**config.mk**
```make
export PLATFORM = sky130hd
export DESIGN_NAME = stim_sweep_gen_flat
export DESIGN_NICKNAME = d
export VERILOG_FILES = /design/src/rtl/stim_sweep_gen_if.sv /design/src/rtl/stim_sweep_gen.sv /design/src/flat_wrapper.sv
export SDC_FILE = /design/constraint.sdc
export NUM_CORES = 1
export LEC_CHECK = 0
export BUFFER_PORTS_ARGS = -buffer_cell sky130_fd_sc_hd__buf_2
export CAP_MARGIN = 20
export CORE_MARGIN = 2
export CORE_UTILIZATION = 51
export DETAILED_ROUTE_END_ITERATION = 7
export GPL_ROUTABILITY_DRIVEN = 0
export GPL_TIMING_DRIVEN = 0
export PLACE_DENSITY = 0.84
export SLEW_MARGIN = 20
export SYNTH_ARGS = -nofsm -noshare
export SYNTH_HDL_FRONTEND = slang
export SYNTH_SLANG_ARGS = --single-unit
```
**constraint.sdc**
```tcl
create_clock -name clk -period 3.1 [get_ports clk]
set_clock_uncertainty 0.2 [all_clocks]
set_input_delay 0.775 -clock clk [delete_from_list [all_inputs] [get_ports clk]]
set_output_delay 0.775 -clock clk [all_outputs]
set_load 0.01 [all_outputs]
```
**src/rtl/stim_sweep_gen_if.sv**
```systemverilog
// Stimulus/response bus between the sweep generator and the combinational block under test.
// The master drives vectors and the sample strobe; the slave returns the response.
interface stim_sweep_gen_if #(
  parameter int IN_W  = 6,
  parameter int OUT_W = 3
);
  logic [IN_W-1:0]  stim_out;
  logic             sample_valid;
  logic [OUT_W-1:0] dut_resp;

  modport master (output stim_out, output sample_valid, input dut_resp);
  modport slave  (input stim_out, input sample_valid, output dut_resp);
endinterface

```
**src/rtl/stim_sweep_gen.sv**
```systemverilog
// Exhaustive input sweep for a combinational block, compacting each response into a 16-bit MISR.
// Each vector is held HOLD cycles and sampled on the last one; there is no backpressure, only start and rst.
module stim_sweep_gen #(
  parameter int          IN_W  = 6,
  parameter int          OUT_W = 3,
  parameter int          HOLD  = 1,
  parameter logic [15:0] POLY  = 16'h1021
) (
  input  logic            clk,
  input  logic            rst,
  input  logic            start,
  stim_sweep_gen_if.master sweep,
  output logic            busy,
  output logic            done,
  output logic [15:0]     signature,
  output logic [IN_W:0]   vec_count
);

  localparam int              HW        = (HOLD > 1) ? $clog2(HOLD) : 1;
  localparam logic [HW-1:0]   HOLD_LAST = HW'(HOLD - 1);
  localparam logic [IN_W:0]   LAST_IDX  = {1'b0, {IN_W{1'b1}}};

  typedef enum logic [1:0] {IDLE, RUN, DONE} state_t;

  state_t          state, state_nxt;
  logic [IN_W:0]   idx, idx_nxt;
  logic [HW-1:0]   hcnt, hcnt_nxt;
  logic [15:0]     sig, sig_nxt;

  always_ff @(posedge clk) begin
    if (rst) begin
      state <= IDLE;
      idx   <= '0;
      hcnt  <= '0;
      sig   <= '0;
    end else begin
      state <= state_nxt;
      idx   <= idx_nxt;
      hcnt  <= hcnt_nxt;
      sig   <= sig_nxt;
    end
  end

  always_comb begin
    state_nxt          = state;
    idx_nxt            = idx;
    hcnt_nxt           = hcnt;
    sig_nxt            = sig;
    busy               = 1'b0;
    done               = 1'b0;
    sweep.stim_out     = '0;
    sweep.sample_valid = 1'b0;
    case (state)
      IDLE, DONE: begin
        done = (state == DONE);
        if (start) begin
          state_nxt = RUN;
          idx_nxt   = '0;
          hcnt_nxt  = '0;
          sig_nxt   = '0;
        end
      end
      RUN: begin
        busy           = 1'b1;
        sweep.stim_out = idx[IN_W-1:0];
        if (hcnt == HOLD_LAST) begin
          sweep.sample_valid = 1'b1;
          sig_nxt  = {sig[14:0], 1'b0} ^ (sig[15] ? POLY : 16'h0000) ^ 16'(sweep.dut_resp);
          idx_nxt  = idx + 1'b1;
          hcnt_nxt = '0;
          // Extra index bit lets the last vector complete without wrapping.
          if (idx == LAST_IDX) state_nxt = DONE;
        end else begin
          hcnt_nxt = hcnt + 1'b1;
        end
      end
      default: state_nxt = IDLE;
    endcase
  end

  // The index always equals the number of absorbed vectors, so it doubles as vec_count.
  assign signature = sig;
  assign vec_count = idx;

endmodule

```
**src/flat_wrapper.sv**
```systemverilog
// flat-port wrapper written by rule: the top's interface ports become plain ports
module stim_sweep_gen_flat 
#(
  parameter int          IN_W  = 6,
  parameter int          OUT_W = 3,
  parameter int          HOLD  = 1,
  parameter logic [15:0] POLY  = 16'h1021
)
  (clk, rst, start, busy, done, signature, vec_count, sweep_stim_out, sweep_sample_valid, sweep_dut_resp);
  stim_sweep_gen_if #(.IN_W(IN_W), .OUT_W(OUT_W)) sweep_i ();
  input  logic clk;
  input  logic rst;
  input  logic start;
  output logic busy;
  output logic done;
  output logic [15:0] signature;
  output logic [IN_W:0] vec_count;
  output wire logic [$bits(sweep_i.stim_out)-1:0] sweep_stim_out;
  output wire logic [$bits(sweep_i.sample_valid)-1:0] sweep_sample_valid;
  input wire logic [$bits(sweep_i.dut_resp)-1:0] sweep_dut_resp;
  assign sweep_stim_out = sweep_i.stim_out;
  assign sweep_sample_valid = sweep_i.sample_valid;
  assign sweep_i.dut_resp = sweep_dut_resp;
  stim_sweep_gen #(.IN_W(IN_W), .OUT_W(OUT_W), .HOLD(HOLD), .POLY(POLY)) u_core (.clk(clk), .rst(rst), .start(start), .sweep(sweep_i), .busy(busy), .done(done), .signature(signature), .vec_count(vec_count));
endmodule
```
==> results of run 1 <==
-- worst max-delay path, delay by kind of cell (launching register included) --
kind	cells	cell delay, ns
AND/OR/NAND/NOR	2	0.25
flip-flops	1	0.41
buffers and inverters	4	0.54
-- registers in the layout, indices dropped and copies added (netlist names) --
| name | cells |
|---|---|
| u_core.signature | 16 |
| u_core.state | 2 |
| u_core.vec_count | 7 |
-- area by class of cell --
class	count	share of cell area
Clock buffer	4	0.01989
Timing Repair Buffer	36	0.1364
Buffer	9	0.05208
Multi-Input combinational cell	80	0.3816
Tap cell	27	0.02557
Inverter	2	0.005682
Sequential cell	25	0.3788
-- report_power, final --
| part | switching [mW] | internal [mW] | total, mW | leakage [nW] |
|---|---|---|---|---|
| clock network | 0.0895 | 0.0502 | 0.140 | 0.0150 |
| logic | 0.0431 | 0.0309 | 0.0740 | 0.417 |
| registers | 0.00542 | 0.326 | 0.332 | 0.202 |
| total | 0.138 | 0.407 | 0.545 | 0.634 |
-- synthesized netlist by cell type, types with 2 or more instances --
master    number  area, µm²
dfxtp_1       25      500.5
nor2_1        24      90.09
a22oi_1       18      135.1
and2_1         6      37.54
nand2_1        5      18.77
xor2_1         5      43.79
a21oi_1        4      20.02
buf_6          4      45.04
a311oi_1       2      17.52
clkbuf_1       2      7.510
nand2b_4       2      27.53
-- layer usage --
layer,vias up,global-route usage,share of wire
met5,-,0,0
met4,0,0.04167,0.012
met3,6,0.03636,0.051
met2,35,0.3465,0.49
met1,476,0.2519,0.45
li1,484,-,-
-- per-stage QoR --
| stage | setup slack, ns | hold slack (ns) | total power, mW |
|---|---|---|---|
| global route | 0.5043 | 0.3392 | 0.5680 |
| floorplan | 1.127 | 0.3294 | 0.3912 |
| CTS | 0.6009 | 0.3307 | 0.5488 |
| finish | 0.6147 | 0.3367 | 0.5454 |
| detailed placement | 0.9541 | 0.3123 | 0.4127 |
| global placement | 0.9757 | 0.2789 | 0.4111 |
-- path summary, 6_finish.rpt --
| path | startpoint | endpoint | slack, ns | cells past startpoint |
|---|---|---|---|---|
| max reg2reg | u_core.vec_count[0] | u_core.vec_count[4] | 1.52 | 4 |
| min reg2reg | u_core.vec_count[6] | u_core.vec_count[6] | 0.34 | 1 |
| min | u_core.vec_count[6] | u_core.vec_count[6] | 0.34 | 1 |
| max | u_core.state[0] | sweep_stim_out[0] | 0.61 | 6 |
-- cells in the final DEF, fill, tap and decap left out, types with 2 or more instances in the layout --
cell,netlist,final
dfxtp_1,25,25
nand2b_4,2,2
nor2_1,24,24
buf_2,1,37
clkbuf_1,2,3
buf_6,4,4
and2_1,6,6
a21oi_1,4,4
nand2_1,5,5
a22oi_1,18,18
clkbuf_4,0,3
a311oi_1,2,2
xor2_1,5,5
-- logic make-up after synthesis --
family	share of synthesized area
buffers and inverters	0.07059
AND/OR/NAND/NOR	0.2176
XOR/XNOR	0.04051
AO/OA/AOI/OAI	0.1968
adder cells (fa/ha/maj)	0.01157
flip-flops	0.4630
==> results.py, run 1 <==
metrics = {
    "cells_and_area": {
        "final_layout_size_suffix_gt1_frac": 0.3269,
        "design_area_um2": 1321,
        "register_area_um2": 500.5,
        "nets": 164,
        "area_growth_pct": 22.22,
        "n_antenna_cell": 0,
        "multiInputGateArea_um2": 504.2,
        "layoutNonFillerInstCount": 183,
        "final_util": 0.6667,
        "fill_cells": 180,
    },
    "placed_design": {
        "dpl.hpwl_mm": 1.762,
        "placed_area_um2": 1295,
        "dpl.cell_count": 179,
        "port_buffers": 36,
    },
    "synth": {
        "synth_cell_type_count": 30,
        "syn_area_per_cell_um2": 9.319,
        "synthesis.area_um2": 1081,
        "syn-num-nets": 123,
        "ys_ff_latch": 25,
        "synth_warnings": 0,
        "synth-edff-count": 0,
        "synthArstFlopShare": 0,
        "synthCells": 116,
        "synth_flop_cell": "dfxtp_1",
        "seq_area_frac_synth": 0.4630,
    },
    "worst_setup_path": {
        "critPathKind": "reg -> out",
        "cpPeakStageDelay_ns": 0.41,
        "crit_fanout": 11,
        "crit_required_ns": 2.12,
        "critPathArrivalTime_ns": 1.51,
        "crit_chain": "nand2b_4, inv_2, buf_6, buf_2, and2_1, buf_2",
        "cp_common_cell": "buf_2",
        "critical_path.endpoint_type": "primary output",
        "critPathLaunchType": "register",
        "cpMaxStageDelayCell": "dfxtp_1",
    },
    "drt": {
        "first_pass_iters": 5,
        "drc": 0,
        "routed_via_density": 5.470,
        "wl_per_cell_um": 13.09,
        "first_iter_violations": 40,
        "wl_mm": 2.396,
        "ant_nets": 0,
        "vias": 1001,
    },
    "sta": {
        "finalSetupViolations": 0,
        "period_share": 0.8017,
        "tightest_slew_ns": 0.4330,
        "period_minus_slack_ns": 2.485,
        "hold_viol": 0,
        "maxSlewHeadroom": 0.7114,
        "slew_violations": 0,
        "tns_ns": 0,
        "rsz0062_at_grt": "no",
        "fmax_mhz": 402.4,
    },
    "job": {
        "maxCapViolCount": 0,
    },
    "cts": {
        "clockBufferDepth": 2,
        "clock_latency_ns": 0.31,
        "ctsResizeCount": 0,
        "cts_num_sinks": 25,
        "post_cts.repair.setup_buffers": 0,
        "cts_hold_buf": 0,
        "path_clk_slew_ns": 0.13,
        "cts_max_level": 1,
        "root_buffer": "clkbuf_4",
        "cts_tree": "built",
        "cts-buffers-inserted": 3,
    },
    "grt": {
        "grt_pass1_vias": 882,
        "grt_pass1_wl_mm": 3.864,
        "grt-ovfl-total": 0,
        "track_usage": 0.1985,
        "antenna_found_initial": 0,
        "grt_max_degree": 14,
    },
    "power": {
        "p_per_area_nw_per_um2": 412.8,
        "ir_worst_vdd_uv": 332.3,
        "p_leak_nw": 0.6337,
    },
    "run_status": {
        "status": "complete, no violations",
    },
    "floorplanning": {
        "die_x_um": 50.04,
        "num_rows": 16,
        "core_area_um2": 1982,
        "die_h_um": 50.04,
        "start_util": 0.5455,
        "io_pins": 38,
        "dieArea_um2": 2504,
    },
    "min_path": {
        "holdCritPathClass": "reg -> reg",
    },
}
Power figures use the tool's default switching activity.
==> run 2, diff against run 1 <==
Settings changed: CORE_UTILIZATION 51 to 48, PLACE_DENSITY 0.84 to 0.8.
Clock period 3.1 ns to 2.3 ns, I/O delays scaled along.
==> run 2 against run 1 <==
Net effect:
- setup slack lost 0.45 ns
- final cell count stayed put
- final area fell by 0.19%
- sequential cell count is the same
- wire length fell by 6.8%
- largest power group unchanged
- global-route usage fell by 1.8 points
- hold slack worse by 0.022 ns
==> results.py, run 2 (synthesized netlist as in run 1, its figures left out) <==
metrics = {
    "run_status": {
        "status": "complete, no violations",
    },
    "floorplanning": {
        "core_area_um2": 2170,
        "io_pins": 38,
        "dieArea_um2": 2648,
        "num_rows": 17,
        "start_util": 0.4983,
        "die_h_um": 51.46,
        "die_x_um": 51.46,
    },
    "sta": {
        "maxSlewHeadroom": 0.7133,
        "slew_violations": 0,
        "period_share": 0.9290,
        "tightest_slew_ns": 0.4301,
        "period_minus_slack_ns": 2.137,
        "finalSetupViolations": 0,
        "hold_viol": 0,
        "tns_ns": 0,
        "fmax_mhz": 468.0,
        "rsz0062_at_grt": "no",
    },
    "cells_and_area": {
        "register_area_um2": 500.5,
        "area_growth_pct": 21.99,
        "largest_reg_flops": 16,
        "n_antenna_cell": 0,
        "nets": 163,
        "multiInputGateArea_um2": 504.2,
        "final_layout_size_suffix_gt1_frac": 0.3290,
        "fill_cells": 220,
        "design_area_um2": 1319,
        "final_common_cell": "buf_2",
        "final_cell_mix": "buf_2 (36), dfxtp_1 (25), nor2_1 (24), a22oi_1 (18), and2_1 (6)",
    },
    "grt": {
        "grt_pass1_wl_mm": 3.670,
        "grt_max_degree": 21,
        "track_usage": 0.1808,
        "antenna_found_initial": 0,
        "grt_pass1_vias": 827,
        "grt-ovfl-total": 0,
    },
    "min_path": {
        "holdPathStages": 1,
        "worstHoldEndpoint": "u_core.vec_count[6]",
        "hp-start": "u_core.vec_count[6]",
        "holdCritPathClass": "reg -> reg",
    },
    "drt": {
        "vias": 982,
        "drc": 0,
        "wl_mm": 2.232,
        "routed_via_density": 5.366,
        "wl_per_cell_um": 12.20,
        "first_iter_violations": 14,
        "ant_nets": 0,
        "first_pass_iters": 4,
    },
    "worst_setup_path": {
        "critical_path_buf_inv_count": 3,
        "cpMaxStageDelayCell": "dfxtp_1",
        "critPathArrivalTime_ns": 1.36,
        "cpPeakStageDelay_ns": 0.42,
        "crit_fanout": 20,
        "rr_worst_depth": 4,
        "worstReg2RegStart": "u_core.vec_count[0]",
        "crit_required_ns": 1.52,
        "critical_path.endpoint_type": "primary output",
        "critPathKind": "reg -> out",
        "crit_family": "flip-flops",
        "crit_chain": "nand2b_4, inv_2, buf_6, and2_1, buf_2",
        "critPathLaunchType": "register",
        "r2r-end": "u_core.vec_count[4]",
        "rrSetupSlack_ns": 0.78,
    },
    "power": {
        "netSwitchingFraction": 0.2599,
        "seqPwrFrac": 0.606,
        "p_per_area_nw_per_um2": 559.0,
        "p_leak_nw": 0.6318,
        "p_comb_frac": 0.132,
        "ir_worst_vdd_uv": 330.4,
        "p_int_mw": 0.5456,
        "p_sw_mw": 0.1916,
        "clockPowerShare": 0.262,
    },
    "placed_design": {
        "placed_area_um2": 1296,
        "dpl.hpwl_mm": 1.692,
        "port_buffers": 36,
    },
    "job": {
        "maxCapViolCount": 0,
    },
    "cts": {
        "cts_max_level": 1,
        "cts_hold_buf": 0,
        "clockBufferDepth": 2,
        "cts_tree": "built",
        "ctsResizeCount": 0,
        "path_clk_slew_ns": 0.14,
        "cts-buffers-inserted": 3,
        "root_buffer": "clkbuf_4",
        "post_cts.repair.setup_buffers": 0,
        "clock_latency_ns": 0.31,
        "cts_num_sinks": 25,
    },
}
-- run 2: cell count changes in the layout (fill, tap and decap cells not counted) --
| cell | change |
|---|---|
| buf_2 | -1 |
| clkinv_2 | +1 |
| clkbuf_1 | -1 |
-- run 2: layer usage --
layer	track usage	up-vias	wire (µm)
met4	0.05263	0	12
met1	0.2234	472	992
met3	0.03509	2	136
li1	-	482	-
met5	0	-	0
met2	0.3162	26	1091
-- run 2: how the worst max path moves through the flow --
stage | startpoint | to | slack, ns | cells past startpoint
3_5_place_dp | u_core.state[0] | sweep_stim_out[4] | 0.35 | 6
4_1_cts | u_core.state[0] | sweep_stim_out[5] | 0.15 | 5
5_1_grt | u_core.state[0] | sweep_stim_out[5] | 0.06 | 5
2_1_floorplan | u_core.state[0] | sweep_stim_out[0] | 0.53 | 5
6_report | u_core.state[0] | sweep_stim_out[5] | 0.16 | 5
3_3_place_gp | u_core.state[0] | sweep_stim_out[4] | 0.38 | 6
-- run 2: per-stage QoR --
step | setup slack, ns | instances | utilization | total power [mW] | hold WS [ns]
floorplan | 0.5274 | 116 | - | 0.5273 | 0.3294
global placement | 0.3761 | 180 | 0.5975 | 0.5541 | 0.2870
detailed placement | 0.3527 | 180 | 0.5975 | 0.5558 | 0.2975
CTS | 0.1518 | 183 | 0.6078 | 0.7421 | 0.3179
global route | 0.06208 | 183 | 0.6078 | 0.7733 | 0.3487
finish | 0.1633 | 183 | 0.6078 | 0.7372 | 0.3144
-- run 2: power by group through the flow --
| stage | sequential [mW] | clock [mW] | combinational [mW] |
|---|---|---|---|
| after CTS | 0.447 | 0.197 | 0.0980 |
| final | 0.447 | 0.193 | 0.0971 |
| after global routing | 0.448 | 0.218 | 0.107 |
| after global placement | 0.456 | 0 | 0.0978 |
| after detailed placement | 0.457 | 0 | 0.0991 |
| after floorplan | 0.458 | 0 | 0.0690 |
-- run 2: area by class of cell --
type,count,area share
Buffer,8,0.04839
Clock buffer,3,0.01708
Clock inverter,1,0.003795
Inverter,2,0.005693
Multi-Input combinational cell,80,0.3824
Sequential cell,25,0.3795
Tap cell,28,0.02657
Timing Repair Buffer,36,0.1366
-- run 2: worst register-to-register path: cells and delay by family (launching register included) --
family	cells	cell delay (ns)
flops	1	0.37
simple gates	2	0.37
compound gates	1	0.25
fa+ha+maj	1	0.26
==> run 3, diff against run 2 <==
Settings changed: CORE_UTILIZATION 48 to 43, PLACE_DENSITY 0.8 to 0.76.
Clock period 2.3 ns to 1.8 ns, I/O delays scaled along.
==> run 3 against run 2 <==
Net effect:
- the run now ends with setup timing left
- setup slack worse by 0.27 ns
- final area increased by 13%
- register-to-register slack worse by 0.61 ns
- via count up 1.2%
- core utilization up 0.38 points
- critical endpoint is now sweep_stim_out[1]
- critical path depth stayed put
- die area increased by 11%
- count of clock-buffer cells in the layout unchanged
- total power is 35% higher
==> results.py, run 3 (synthesized netlist as in run 1, its figures left out) <==
metrics = {
    "run_status": {
        "status": "finished, violations left",
        "failed_checks": "setup timing",
    },
    "worst_setup_path": {
        "crit_chain": "nand2b_4, inv_8, buf_8, and2_4, buf_6",
        "critical_path.endpoint_type": "primary output",
        "crit_required_ns": 1.15,
        "cpPeakStageDelay_ns": 0.35,
        "critPathKind": "reg -> out",
        "crit_family": "flip-flops",
        "crit_fanout": 5,
        "critical_path_buf_inv_count": 3,
        "critPathLaunchType": "register",
        "cpMaxStageDelayCell": "dfxtp_2",
        "critPathArrivalTime_ns": 1.26,
    },
    "drt": {
        "first_pass_iters": 4,
        "routed_via_density": 5.150,
        "wl_per_cell_um": 12.95,
        "drc": 0,
        "vias": 994,
        "ant_nets": 0,
        "wl_mm": 2.500,
        "first_iter_violations": 16,
    },
    "floorplanning": {
        "num_rows": 18,
        "io_pins": 38,
        "dieArea_um2": 2931,
        "die_x_um": 54.14,
        "die_h_um": 54.14,
        "core_area_um2": 2432,
        "start_util": 0.4444,
    },
    "grt": {
        "track_usage": 0.1896,
        "grt-busiest-layer": "met2",
        "grt_max_degree": 15,
        "grt-ovfl-total": 0,
        "grt_pass1_vias": 899,
        "antenna_found_initial": 0,
        "grt.met3_usage": 0.04167,
        "grt.met2_usage": 0.3193,
        "use_met1": 0.2380,
        "grt_pass1_wl_mm": 3.981,
    },
    "cells_and_area": {
        "final_cell_mix": "buf_2 (28), nor2_1 (24), dfxtp_1 (23), a22oi_1 (18), buf_6 (13)",
        "final_util": 0.6116,
        "final_common_cell": "buf_2",
        "n_antenna_cell": 0,
        "layoutNonFillerInstCount": 193,
        "final_layout_size_suffix_gt1_frac": 0.4110,
        "nets": 171,
        "fill_cells": 218,
        "area_growth_pct": 37.62,
        "largest_reg_flops": 16,
    },
    "power": {
        "ir_worst_vdd_uv": 629.8,
        "finalPower_mw": 0.9949,
        "p_per_area_nw_per_um2": 668.8,
        "netSwitchingFraction": 0.2630,
        "p_comb_frac": 0.175,
        "p_sw_mw": 0.2617,
        "clockPowerShare": 0.250,
        "p_int_mw": 0.7332,
        "p_leak_nw": 0.6986,
        "seqPwrFrac": 0.575,
    },
    "min_path": {
        "holdCritPathClass": "in -> reg",
    },
    "cts": {
        "clockBufferDepth": 2,
        "cts_tree": "built",
        "clock_latency_ns": 0.32,
        "path_clk_slew_ns": 0.13,
        "root_buffer": "clkbuf_4",
        "cts_num_sinks": 25,
        "cts_max_level": 1,
        "cts-buffers-inserted": 3,
    },
    "sta": {
        "tightest_slew_ns": 0.4391,
        "maxSlewHeadroom": 0.7073,
        "period_share": 1.058,
        "fmax_mhz": 524.9,
        "rsz0062_at_grt": "yes",
        "hold_ws_ns": 0.2730,
        "finalSetupViolations": 7,
        "hold_viol": 0,
        "slew_violations": 0,
        "fin_ws_ns": -0.1051,
        "period_minus_slack_ns": 1.905,
    },
    "placed_design": {
        "port_buffers": 36,
        "dpl.cell_count": 182,
        "place_worst_setup_slack_ns": -0.02456,
        "dpl.hpwl_mm": 1.704,
    },
    "job": {
        "maxCapViolCount": 0,
    },
}
run 3: changes by cell type in the layout (fill, tap and decap cells not counted), moves of 2 or more:
cell and change:
and2_1 -6, and2_4 +6, buf_2 -8, buf_4 +5, buf_6 +9, dfxtp_1 -2, dfxtp_2 +2
run 3: cell type report:
| type | instances | area [µm²] | share of cell area |
|---|---|---|---|
| Multi-Input combinational cell | 80 | 519.2 | 0.3490 |
| Inverter | 2 | 15.01 | 0.01009 |
| Clock inverter | 1 | 5.005 | 0.003364 |
| Buffer | 8 | 71.32 | 0.04794 |
| Timing Repair Buffer | 44 | 314.1 | 0.2111 |
| Sequential cell | 25 | 503.0 | 0.3381 |
| Clock buffer | 3 | 22.52 | 0.01514 |
| Tap cell | 30 | 37.54 | 0.02523 |
run 3: layer usage:
metal  up-vias  share of wire
li1        500              -
met1       461           0.45
met2        28           0.48
met3         5          0.058
met4         0          0.011
met5         -              0
run 3: worst paths after layout:
| check | startpoint | end | cells after the start | slack [ns] |
|---|---|---|---|---|
| min | start | u_core.state[0] | 3 | 0.27 |
| min reg2reg | u_core.vec_count[6] | u_core.vec_count[6] | 1 | 0.33 |
| max reg2reg | u_core.state[1] | u_core.signature[10] | 8 | 0.17 |
| max | u_core.state[1] | sweep_stim_out[1] | 5 | -0.11 |
run 3: stage by stage:
stage,TNS (ns),cell area (µm²)
2_1_floorplan,0,1081
3_3_place_gp,-0.02611,1299
3_5_place_dp,-0.09955,1299
4_1_cts,-0.6534,1463
5_1_grt,-0.9523,1488
6_report,-0.6581,1488
run 3: worst reg2reg max path, delay by kind of cell (launching register included):
kind | cells | cell delay, ns
flip-flops | 1 | 0.35
buffers and inverters | 5 | 0.56
AO/OA/AOI/OAI | 1 | 0.19
AND/OR/NAND/NOR | 2 | 0.21
run 3: what timing repair did:
action / 4_1_cts / 5_1_grt
resized for setup: 19 / 6
endpoints found under the setup margin: 8 / 8
hold buffers: 0 / 0
gates cloned: 1 / 0
buffers inserted: 7 / 0
run 3: power by group through the flow:
stage	Clock, mW	Sequential (mW)	Combinational [mW]
global route	0.278	0.573	0.188
CTS	0.250	0.571	0.171
floorplan	0	0.586	0.0882
detailed placement	0	0.584	0.128
finish	0.249	0.572	0.174
global placement	0	0.583	0.126
